===== config.mk =====
export PLATFORM = sky130hd
export DESIGN_NAME = uart_led_frame_parser
export DESIGN_NICKNAME = d
export VERILOG_FILES = /design/src/rtl/uart_led_frame_parser.sv
export SDC_FILE = /design/constraint.sdc
export NUM_CORES = 1
export LEC_CHECK = 0
export CAP_MARGIN = 10
export CELL_PAD_IN_SITES_DETAIL_PLACEMENT = 1
export CELL_PAD_IN_SITES_GLOBAL_PLACEMENT = 2
export CORE_AREA = 2 2 122 124
export DETAILED_ROUTE_END_ITERATION = 16
export DIE_AREA = 0 0 124 126
export HOLD_SLACK_MARGIN = 0.12
export PLACE_DENSITY_LB_ADDON = 0.1
export SLEW_MARGIN = 10
export SYNTH_ARGS = -nofsm -noshare
export SYNTH_HDL_FRONTEND = slang
export SYNTH_SLANG_ARGS = --single-unit

===== constraint.sdc =====
create_clock -name Clk -period 2.35 [get_ports Clk]
set_input_delay 0.47 -clock Clk [delete_from_list [all_inputs] [get_ports Clk]]
set_output_delay 0.47 -clock Clk [all_outputs]
set_load 0.005 [all_outputs]

===== src/rtl/uart_led_frame_parser.sv =====
// Purpose: decodes framed LED commands (55 A5 T3 T2 T1 T0 CTRL CHK F0) from a UART byte stream.
// Latency: led_ctrl/led_time_set/frame_ok update 1 cycle after the tail byte's rx_done.
// Backpressure: none; every rx_done byte is consumed, and bad or stale frames are dropped with frame_err.
// Ports: Clk/Reset (sync, active-high); rx_data/rx_done byte strobe in;
//        led_ctrl/led_time_set registered LED settings out; frame_ok/frame_err 1-cycle status pulses.
module uart_led_frame_parser #(
    parameter logic [7:0]  HEAD0          = 8'h55,
    parameter logic [7:0]  HEAD1          = 8'hA5,
    parameter logic [7:0]  TAIL           = 8'hF0,
    parameter int unsigned TIMEOUT_CYCLES = 500_000,
    parameter logic [31:0] DEFAULT_TIME   = 32'd25_000_000,
    parameter logic [7:0]  DEFAULT_CTRL   = 8'h00
) (
    input  logic        Clk,
    input  logic        Reset,
    input  logic [7:0]  rx_data,
    input  logic        rx_done,
    output logic [7:0]  led_ctrl,
    output logic [31:0] led_time_set,
    output logic        frame_ok,
    output logic        frame_err
);

    // Counter only ever needs to hold TIMEOUT_CYCLES-1.
    localparam int CW = (TIMEOUT_CYCLES > 1) ? $clog2(TIMEOUT_CYCLES) : 1;
    localparam logic [CW-1:0] CNT_LAST = CW'(TIMEOUT_CYCLES - 1);

    typedef enum logic [2:0] {
        S_IDLE,
        S_HDR,
        S_PAYLOAD,
        S_CHK,
        S_TL
    } state_t;

    state_t        state_q, state_d;
    logic [2:0]    idx_q, idx_d;
    logic [7:0]    sum_q, sum_d;
    logic [31:0]   sh_time_q, sh_time_d;
    logic [7:0]    sh_ctrl_q, sh_ctrl_d;
    logic [CW-1:0] cnt_q, cnt_d;
    logic [7:0]    led_ctrl_q, led_ctrl_d;
    logic [31:0]   led_time_q, led_time_d;
    logic          frame_ok_q, frame_ok_d;
    logic          frame_err_q, frame_err_d;

    always_comb begin
        state_d     = state_q;
        idx_d       = idx_q;
        sum_d       = sum_q;
        sh_time_d   = sh_time_q;
        sh_ctrl_d   = sh_ctrl_q;
        cnt_d       = cnt_q;
        led_ctrl_d  = led_ctrl_q;
        led_time_d  = led_time_q;
        frame_ok_d  = 1'b0;
        frame_err_d = 1'b0;

        if (rx_done) begin
            // A byte arriving on the expiry cycle takes priority over the timeout.
            cnt_d = '0;
            unique case (state_q)
                S_IDLE: begin
                    if (rx_data == HEAD0) state_d = S_HDR;
                end
                S_HDR: begin
                    if (rx_data == HEAD1) begin
                        state_d = S_PAYLOAD;
                        idx_d   = 3'd0;
                        sum_d   = 8'h00;
                    end else if (rx_data != HEAD0) begin
                        state_d = S_IDLE;
                    end
                end
                S_PAYLOAD: begin
                    // Header bytes here are plain data: no resync once the payload has started.
                    sum_d = sum_q ^ rx_data;
                    idx_d = idx_q + 3'd1;
                    if (idx_q != 3'd4) begin
                        sh_time_d = {sh_time_q[23:0], rx_data};
                    end else begin
                        sh_ctrl_d = rx_data;
                        state_d   = S_CHK;
                    end
                end
                S_CHK: begin
                    if (rx_data == sum_q) begin
                        state_d = S_TL;
                    end else begin
                        frame_err_d = 1'b1;
                        state_d     = S_IDLE;
                    end
                end
                S_TL: begin
                    if (rx_data == TAIL && sh_time_q != 32'd0) begin
                        led_time_d = sh_time_q;
                        led_ctrl_d = sh_ctrl_q;
                        frame_ok_d = 1'b1;
                    end else begin
                        frame_err_d = 1'b1;
                    end
                    state_d = S_IDLE;
                end
                default: state_d = S_IDLE;
            endcase
        end else if (state_q != S_IDLE) begin
            if (cnt_q == CNT_LAST) begin
                frame_err_d = 1'b1;
                state_d     = S_IDLE;
                cnt_d       = '0;
            end else begin
                cnt_d = cnt_q + 1'b1;
            end
        end else begin
            cnt_d = '0;
        end
    end

    always_ff @(posedge Clk) begin
        if (Reset) begin
            state_q     <= S_IDLE;
            idx_q       <= 3'd0;
            sum_q       <= 8'h00;
            sh_time_q   <= 32'd0;
            sh_ctrl_q   <= 8'h00;
            cnt_q       <= '0;
            led_ctrl_q  <= DEFAULT_CTRL;
            led_time_q  <= DEFAULT_TIME;
            frame_ok_q  <= 1'b0;
            frame_err_q <= 1'b0;
        end else begin
            state_q     <= state_d;
            idx_q       <= idx_d;
            sum_q       <= sum_d;
            sh_time_q   <= sh_time_d;
            sh_ctrl_q   <= sh_ctrl_d;
            cnt_q       <= cnt_d;
            led_ctrl_q  <= led_ctrl_d;
            led_time_q  <= led_time_d;
            frame_ok_q  <= frame_ok_d;
            frame_err_q <= frame_err_d;
        end
    end

    assign led_ctrl     = led_ctrl_q;
    assign led_time_set = led_time_q;
    assign frame_ok     = frame_ok_q;
    assign frame_err    = frame_err_q;

endmodule


# Word-level counts from Yosys, hierarchy flattened
# Cells that the tools add are included.
[classes] n_addsub=2 n_eq_ne=15 muxes=20 bitwise=5 reduce_logical=14
[op_table] op="nonzero test 32 bit" n=1
[op_table] op="two-way mux 3 bit" n=9
[op_table] op="adder 19 x 1 -> 19 bit, second input constant" n=1
[op_table] op="== test 19 bit, second input constant" n=1
[op_table] op="== test 8 bit, second input constant" n=2
[op_table] op="one-hot mux 8 bit (2 select lines)" n=1
[op_table] op="one-hot mux 3 bit (4 select lines)" n=1
[op_table] op="AND reduction 3 bit" n=4
[op_table] op="inequality test 3 bit, second input constant" n=3
[op_table] op="== test 8 x 7 -> 1 bit, second input constant" n=1
[op_table] op="== test 8 bit" n=1
[op_table] op="two-way mux 8 bit" n=1
[op_table] op="inequality test 8 x 7 -> 1 bit, second input constant" n=1
[op_table] op="bitwise XOR 8 bit" n=1
[op_table] op="== test 3 x 2 -> 1 bit, second input constant" n=2
[op_table] op="two-way mux 1 bit" n=6
[op_table] op="one-hot mux 3 bit (2 select lines)" n=1
[op_table] op="nonzero test 2 bit" n=3
[op_table] op="AND reduction 5 bit" n=1
[op_table] op="inequality test 4 bit, second input constant" n=1
[op_table] op="NOT 1 bit" n=4
[op_table] op="OR reduction 4 bit" n=1
[op_table] op="adder 3 x 1 -> 3 bit, second input constant" n=1
[op_table] op="== test 3 x 1 -> 1 bit, second input constant" n=1
[op_table] op="7 further kinds" n=7
[totals] regBits=115 inputBits=11 out_inout_bits=42 elab_cells=66

# Depth between registers and ports, before layout
# Gate-level depths: netlist of run 1.
[depth] word_depth=5 depth_mapped=8 mapped_depth_nobuf=6

# Least setup slack after synthesis of run 1
# No wires, ideal clock.
[synth_path] kind="in2reg" start="input port rx_data[0]" end="register sum_q[6]" setup_time_ps=132 arrival_ps=1996 required_time_ps=2218 setup_slack_ps=222 cell_stages=7 path_buffers=2 path_cell_list="clkbuf_1 > nand3_1 > or4_4 > o41a_1 > buf_6 > o21ai_1 > a21oi_1"
[synth_via] elab_chain_len=3
[synth_rtl] element="start, declared" line="16" source="input logic [7:0] rx_data,"
[synth_rtl] element="== test 8 bit" line="67" source="if (rx_data == HEAD1) begin"
[synth_rtl] element="inequality test 2 bit (no source line)"
[synth_rtl] element="AND reduction 3 bit (no source line)"
[synth_rtl] element="end signal, assigned" line="134" source="sum_q <= sum_d;"
[synth_rtl] element="end, declared" line="38" source="logic [7:0] sum_q, sum_d;"
# Every way passes these cells.
# A chain may end at the register's enable or synchronous reset.

# Final worst setup path of run 1
[layout_path] start="input port rx_data[1]" end="register led_time_q[23], in the netlist led_time_set[23]"
[layout_via] elab_chain_len=3
[layout_rtl] element="== test 8 bit" line="95" source="if (rx_data == TAIL && sh_time_q != 32'd0) begin"
[layout_rtl] element="logical AND 1 bit" line="95"
[layout_rtl] element="AND reduction 3 bit (no source line)"
[layout_rtl] element="end signal, assigned" line="139" source="led_time_q <= led_time_d;"
[layout_rtl] element="end, declared" line="43" source="logic [31:0] led_time_q, led_time_d;"
# Every way passes these cells.

==> metrics.yaml, run 1 <==
status: "finished clean"
synth_cell_types: 46
cts_resized: 0
drt_iter0_drc: 132
power.leakage_nw: 2.36
crit_fanout: 14
hold_violations: 0
yosys_most_used_dff: "dfxtp_1"
yosys.area.top_type_share_pct: 49.6
die_area_um2: 15600
drcViolationCount: 0
p_switching_w: 0.00106
start_util_pct: 32.4
clkPwrFrac_pct: 52.4
via_count: 4032
cp_cell_sequence: "clkdlybuf4s50_1 > or2_4 > buf_4 > nor4b_1 > buf_4 > o211ai_4 > buf_4 > mux2i_1 > nor2_1"
p_seq_share_pct: 42.7
syn_to_final_growth_pct: 34.0
cts_root_buf: "clkbuf_16"
n_antenna_cell: 0
arrival_ps: 2560
place.gp.congestion: 0.862
met2_usage_pct: 28.0
rsz0062_at_grt: "no"
synthTopCellsByArea: "dfxtp_1 (50%), nand2_1 (7.7%), a21oi_1 (6.8%)"
clk_latency_ps: 420
p_per_area_nw_per_um2: 747
overflow: 0
synth.most_common_cell: "dfxtp_1"
die_x_um: 124
drive_above_1_share_pct: 13.1
dr.pass1.iters: 4
grt_pass1_vias: 4119
grt_max_degree: 51
yosys_warnings: 0
synthArstFlopShare_pct: 0
crit_top_cell: "buf_4"
crit_family: "buffers and inverters"
hold_buffers: 0
critPathCaptureType: "flip-flop"
startpoint_type: "input pin"
final_util_pct: 43.5
row_count: 44
netlist_instances: 549
cp_data_required_time_ps: 2630
syn_area_per_cell_um2: 8.45
dpl.hpwl_um: 8900
min_period_ps: 2280
clk_pin_slew_worst_paths_ps: 60
htreeDepth: 4
crit_path_max_incr_delay_ps: 470
met3_usage_pct: 4.80
worst-path-buf-inv: 4
routed_wirelength_um: 12800
vdd_drop_max_mv: 0.438
slowest_stage: "nor4b_1"
regArea_um2: 2300
vias_per_cell: 4.88
ys_seq_area_share_pct: 49.6
cts.sinks: 115
nets: 644
hp-class: "input pin to flip-flop"
timing.final.crit_share_pct: 96.8
synth_area_um2: 4640
antenna_found_initial: 0
synth.ff_latch_count: 115
io_pins: 53
ant_nets: 0
grt.total_usage_pct: 17.5
post_cts_buffers: 0
use_met1_pct: 22.4
synth_edf_count: 0
port_buffers: 52
syn_nets: 563
finalSetupViolCount: 0
pwr-share-comb_pct: 4.9
finalPower_w: 0.00465
fin_skew_ps: 8.81
post_drt_wl_per_cell_um: 15.5
max_freq_mhz: 440
multiInputGateArea_um2: 2170
relSlewSlack_pct: 66.0
synthTopCellsByCount: "dfxtp_1 (115), nand2_1 (95), nor2_1 (78)"
cts_tree: "done"
worstSetupPathType: "input pin to flip-flop"
worst_pin_slew_ps: 498
cts_made_buffers: 17
grt_pass1_wl_um: 21100
core_um2: 14300
top_usage_layer: "met2"
p_int_w: 0.00358
yosys.area.top_type: "dfxtp_1"
slew_viol_final: 0
fill_cells: 1666
die_y_um: 126
cap_viol_max_count: 0
p_sw_share_pct: 22.9
cts_buffer_depth: 2
-- metal layers --
layer / wire length, um / vias up
met1: 6060 / 1924
met3: 379 / 20
met5: 0 / -
met2: 6100 / 59
li1: - / 2029
met4: 235 / 0
-- cells in the final DEF (no fill, tap or decap), drive strengths merged, types with 8 or more instances in the layout --
master / count
nor4: 13
nor3: 22
xnor2: 13
clkbuf: 22
buf: 45
clkdlybuf4s50: 51
nor2: 78
dfxtp: 115
a21oi: 63
nand2: 95
o21ai: 10
mux2i: 28
inv: 9
xor2: 11
nand3: 8
-- power groups by stage --
stage                     clock network [W]  logic (W)  registers (W)
after floorplan                           0   0.000121        0.00202
after global placement                    0   0.000226        0.00203
after detailed placement                  0   0.000228        0.00203
after CTS                           0.00249   0.000230        0.00198
after global routing                0.00258   0.000248        0.00199
final                               0.00244   0.000226        0.00198
-- flip-flops by register name, summed over array words and instances (netlist names) --
name,flops
led_ctrl,8
frame_ok,1
sum_q,8
sh_ctrl_q,8
state_q,3
sh_time_q,32
frame_err,1
led_time_set,32
cnt_q,19
idx_q,3
-- cells by family after synthesis --
logic type      synth area share [%]
fa+ha+maj                      0.809
compound gates                  10.5
mux                             6.04
flops                           49.6
simple gates                    24.7
buf+inv                         3.83
xor+xnor                        4.53
-- worst paths after layout --
check	start	endpoint	slack [ps]	cells after the start
min reg2reg	sh_ctrl_q[0]	sh_ctrl_q[0]	460	2
max	rx_data[1]	led_time_set[23]	70	9
max reg2reg	sh_time_q[24]	led_time_set[23]	310	6
min	Reset	idx_q[1]	390	2
-- final cells by class --
| cell class | count | share of cell area (%) |
|---|---|---|
| clock buffer | 22 | 7.62 |
| sequential | 115 | 37.0 |
| inverter | 9 | 0.543 |
| tap | 184 | 3.70 |
| timing repair buffer | 96 | 14.8 |
| multi-input combinational | 391 | 34.9 |
| clock inverter | 10 | 1.33 |
-- stage by stage --
stage | TNS, ps | cells | setup WS [ps] | hold slack, ps | cell area, um^2
floorplan | 0 | 549 | 222 | 436 | 4640
global placement | -13080 | 795 | -308 | 441 | 5660
detailed placement | -14430 | 795 | -328 | 449 | 5660
CTS | 0 | 827 | 94.6 | 386 | 6220
global route | 0 | 827 | 33.8 | 397 | 6220
finish | 0 | 827 | 74.8 | 390 | 6220
Note: power is estimated with default switching activity, not from simulation.
==> run 2, diff against run 1 <==
- MAX_ROUTING_LAYER: default -> met4
==> run 2 against run 1 <==
Non-clock buffer count unchanged. Clock skew is essentially flat. Sequential share of layout area unchanged. Critical path depth stayed put. Sequential power about the same. Critical endpoint unchanged.
==> metrics.yaml, run 2 (same netlist as run 1, synthesis figures left out) <==
status: "finished clean"
core_um2: 14300  # unchanged
final_cell_mix: "dfxtp_1 (115), nand2_1 (95), nor2_1 (78)"
p_per_area_nw_per_um2: 745  # -0.19%
dr.pass1.iters: 4  # unchanged
drt_iter0_drc: 154  # +17%
hold_violations: 0  # unchanged
max_freq_mhz: 439  # about the same
use_met1_pct: 22.3  # -0.11 points
n_antenna_cell: 0  # unchanged
start_util_pct: 32.4  # unchanged
via_count: 4033  # +0.025%
overflow: 0  # unchanged
critPathCaptureType: "flip-flop"
place.gp.congestion: 0.875  # +1.6%
syn_to_final_growth_pct: 34.0  # unchanged
crit_family: "buffers and inverters"
startpoint_type: "input pin"
die_y_um: 126  # unchanged
finalSetupViolCount: 0  # unchanged
power.leakage_nw: 2.36  # unchanged
final_util_pct: 43.5  # unchanged
nets: 644  # unchanged
dpl.cell_count: 795  # unchanged
crit_path_max_incr_delay_ps: 460  # about the same
min_period_ps: 2280  # +0.866 ps
cts_buffer_depth: 2  # unchanged
crit_top_cell: "buf_4"
dpl.hpwl_um: 8900  # unchanged
drive_above_1_share_pct: 13.1  # unchanged
routed_wirelength_um: 12700  # -0.31%
post_cts_buffers: 0  # unchanged
crit_fanout: 14  # unchanged
slew_viol_final: 0  # unchanged
cts_resized: 0  # unchanged
worstSetupPathType: "input pin to flip-flop"
row_count: 44  # unchanged
arrival_ps: 2560  # about the same
cp_data_required_time_ps: 2630  # about the same
relSlewSlack_pct: 65.6  # -0.37 points
cts_root_buf: "clkbuf_16"
top_usage_layer: "met2"
final_common_cell: "dfxtp_1"
antenna_found_initial: 0  # unchanged
hp-class: "input pin to flip-flop"
cts_made_buffers: 17  # unchanged
tns_ps: 0  # unchanged
grt.total_usage_pct: 17.9  # +0.46 points
die_area_um2: 15600  # unchanged
worst-path-buf-inv: 4  # unchanged
post_drt_wl_per_cell_um: 15.4  # -0.31%
vdd_drop_max_mv: 0.436  # -0.52%
hold_buffers: 0  # unchanged
cp_cell_sequence: "clkdlybuf4s50_1 > or2_4 > buf_4 > nor4b_1 > buf_4 > o211ai_4 > buf_4 > mux2i_1 > nor2_1"
vias_per_cell: 4.88  # about the same
slowest_stage: "nor4b_1"
cts_tree: "done"
grt_max_degree: 51  # unchanged
cap_viol_max_count: 0  # unchanged
grt_pass1_wl_um: 21000  # about the same
port_buffers: 52  # unchanged
fin_skew_ps: 9.02  # +0.211 ps
cts.sinks: 115  # unchanged
rsz0062_at_grt: "no"
ant_nets: 0  # unchanged
io_pins: 53  # unchanged
stdcell_count: 827  # unchanged
clk_pin_slew_worst_paths_ps: 60  # about the same
htreeDepth: 4  # unchanged
whs_ps: 392  # +1.46 ps
drcViolationCount: 0  # unchanged
met3_usage_pct: 4.62  # -0.18 points
timing.final.crit_share_pct: 96.9  # about the same
worst_pin_slew_ps: 503  # +5.48 ps
clk_latency_ps: 420  # about the same
met2_usage_pct: 28.1  # +0.097 points
die_x_um: 124  # unchanged
grt_pass1_vias: 4126  # +0.17%
run 2: path summary, 6_finish.rpt:
path,startpoint,endpoint,slack (ps),cells after the start
max reg2reg,sh_time_q[24],led_time_set[23],320,6
max,rx_data[1],led_time_set[23],70,9
min,Reset,idx_q[1],390,2
min reg2reg,sh_ctrl_q[0],sh_ctrl_q[0],460,2
run 2: final cells by class:
type / instances / area [um^2]
Sequential cell: 115 / 2300
Multi-Input combinational cell: 391 / 2170
Timing Repair Buffer: 96 / 923
Tap cell: 184 / 230
Clock buffer: 22 / 474
Inverter: 9 / 33.8
Fill cell: 1666 / 8090
Clock inverter: 10 / 82.6
run 2: report_power, final:
group / total, W / leakage (nW) / internal [W] / switching (W)
Combinational: 0.000225 / 1.16 / 0.0000961 / 0.000129
Sequential: 0.00198 / 0.927 / 0.00196 / 0.0000196
Clock: 0.00243 / 0.271 / 0.00152 / 0.000904
Total: 0.00464 / 2.36 / 0.00358 / 0.00105
run 2: per-stage QoR:
stage	power, W	cell area [um^2]	worst slack [ps]
after floorplan	0.00214	4640	222
after global placement	0.00225	5660	-308
after detailed placement	0.00225	5660	-328
after CTS	0.00471	6220	94.6
after global routing	0.00481	6220	33.8
final	0.00464	6220	74.0
run 2: layer usage:
layer | vias up | wire length [um]
met4 | 0 | 228
li1 | 2027 | -
met1 | 1930 | 6040
met2 | 58 | 6110
met3 | 18 | 358
met5 | - | 0
==> run 3, diff against run 2 <==
- REMOVE_ABC_BUFFERS: default -> 1
==> run 3 against run 2 <==
Critical path depth is 2 lower. Non-clock buffer count is 1 lower. Routed wire length is 2.5% lower. Core utilization is 0.24 points higher. Global-route usage is 0.095 points lower. Flip-flop and latch count stayed put. Cell count is 0.24% lower. Setup slack better by 42 ps. Clock-buffer cell count stayed put. Critical path type unchanged. Highest routed layer unchanged.
==> metrics.yaml, run 3 (same netlist as run 1, synthesis figures left out) <==
dpl.hpwl_um: 8550  # -3.9%
grt_pass1_vias: 4213  # +2.1%
stdcell_count: 825  # -0.24%
cts_buffer_depth: 2  # unchanged
p_per_area_nw_per_um2: 774  # +3.8%
arrival_ps: 2510  # -50 ps
grt.total_usage_pct: 17.8  # -0.095 points
timing.final.crit_share_pct: 95.1  # -1.8 points
min_period_ps: 2230  # -42.2 ps
post_cts_buffers: 0  # unchanged
syn_to_final_growth_pct: 34.8
slowest_stage: "or4_4"
antenna_found_initial: 0  # unchanged
core_um2: 14300  # unchanged
routed_wirelength_um: 12400  # -2.5%
row_count: 44  # unchanged
hold_violations: 0  # unchanged
critPathCaptureType: "flip-flop"
startpoint_type: "input pin"
finalSetupViolCount: 0  # unchanged
cap_viol_max_count: 0  # unchanged
crit_path_max_incr_delay_ps: 480  # +20 ps
htreeDepth: 4  # unchanged
start_util_pct: 32.4  # unchanged
fin_skew_ps: 8.64  # -0.385 ps
final_common_cell: "dfxtp_1"
vdd_drop_max_mv: 0.480  # +10%
dpl.cell_count: 794  # -0.13%
die_x_um: 124  # unchanged
drcViolationCount: 0  # unchanged
worst_pin_slew_ps: 478  # -25.4 ps
hp-class: "flip-flop to flip-flop"
grt_max_degree: 37  # -27%
grt_pass1_wl_um: 21000  # -0.20%
crit_fanout: 10  # -4
cts_made_buffers: 17  # unchanged
die_y_um: 126  # unchanged
drt_iter0_drc: 166  # +7.8%
power.leakage_nw: 2.38  # +0.68%
final_cell_mix: "dfxtp_1 (115), nand2_1 (95), nor2_1 (78)"
place.gp.congestion: 0.762  # -13%
port_buffers: 52  # unchanged
n_antenna_cell: 0  # unchanged
final_util_pct: 43.7  # +0.24 points
cp_cell_sequence: "clkdlybuf4s50_1 > or2_4 > or4_4 > o41a_1 > buf_4 > o21ai_1 > a21oi_1"
clk_pin_slew_worst_paths_ps: 60  # about the same
max_freq_mhz: 448  # +1.9%
worst-path-buf-inv: 2  # -2
drive_above_1_share_pct: 13.3  # +0.20 points
io_pins: 53  # unchanged
ant_nets: 0  # unchanged
cp_data_required_time_ps: 2630  # about the same
dr.pass1.iters: 4  # unchanged
nets: 643  # -0.16%
worstSetupPathType: "input pin to flip-flop"
die_area_um2: 15600  # unchanged
cts_tree: "done"
hold_buffers: 0  # unchanged
vias_per_cell: 4.88  # about the same
rsz0062_at_grt: "no"
cts.sinks: 115  # unchanged
overflow: 0  # unchanged
slew_viol_final: 0  # unchanged
clk_latency_ps: 410  # about the same
crit_family: "simple AND/OR/NAND/NOR gates"
relSlewSlack_pct: 67.9  # +2.3 points
cts_root_buf: "clkbuf_16"
status: "finished clean"
via_count: 4022  # -0.27%
post_drt_wl_per_cell_um: 15.1  # -2.3%
run 3: cell types whose count changed in the layout (fill, tap and decap cells not counted):
cell       delta
a31oi_1       -1
nor4b_1       -1
clkinv_2      -3
nor4b_2       +1
clkbuf_1      -1
clkbuf_8      +1
bufinv_16     +2
buf_4         +1
buf_12        -2
a31oi_2       +1
run 3: layer usage:
metal,GRT usage [%],vias up,wire length (um),share of wire (%)
li1,-,2029,-,-
met4,7.40,0,240,1.9
met1,21.9,1921,6030,49
met3,4.35,18,403,3.2
met2,27.8,54,5750,46
met5,-,-,0,0
run 3: path summary, 6_finish.rpt:
kind | endpoint | from | cells after the start | slack [ps]
worst max-delay path | sum_q[6] | rx_data[1] | 7 | 120
worst min-delay path | sh_ctrl_q[2] | sh_ctrl_q[2] | 2 | 460
worst max register to register | led_ctrl[0] | sh_time_q[0] | 6 | 200
worst min register to register | sh_ctrl_q[2] | sh_ctrl_q[2] | 2 | 460
run 3: through the flow:
stage	instance area [um^2]	worst slack (ps)	power, W	TNS [ps]	hold WS, ps
floorplan	4500	-442	0.00210	-19980	430
global placement	5630	-463	0.00224	-19700	443
detailed placement	5630	-451	0.00224	-19830	452
CTS	6250	128	0.00491	0	461
global route	6250	18.1	0.00503	0	481
finish	6250	116	0.00484	0	462
run 3: what timing repair did:
item	in CTS	in global routing
gates resized for setup	1	1
setup endpoints to repair	1	1
pin swaps	0	0
gates cloned	0	0
run 3: final cells by class:
type	instances	area (um^2)
Inverter	9	33.8
Fill cell	1678	8060
Timing Repair Buffer	95	891
Tap cell	184	230
Clock buffer	22	484
Multi-Input combinational cell	391	2190
Clock inverter	9	128
Sequential cell	115	2300
run 3: worst min-delay path, stage by stage, from the launching register on:
cell     delay, ps
dfxtp_1        310
nand2_1         50
a21oi_1         50
run 3: where the power goes:
part           total [W]  switching [W]  internal [W]
Combinational   0.000221       0.000130     0.0000910
Clock            0.00264       0.000871       0.00177
Sequential       0.00198      0.0000186       0.00197
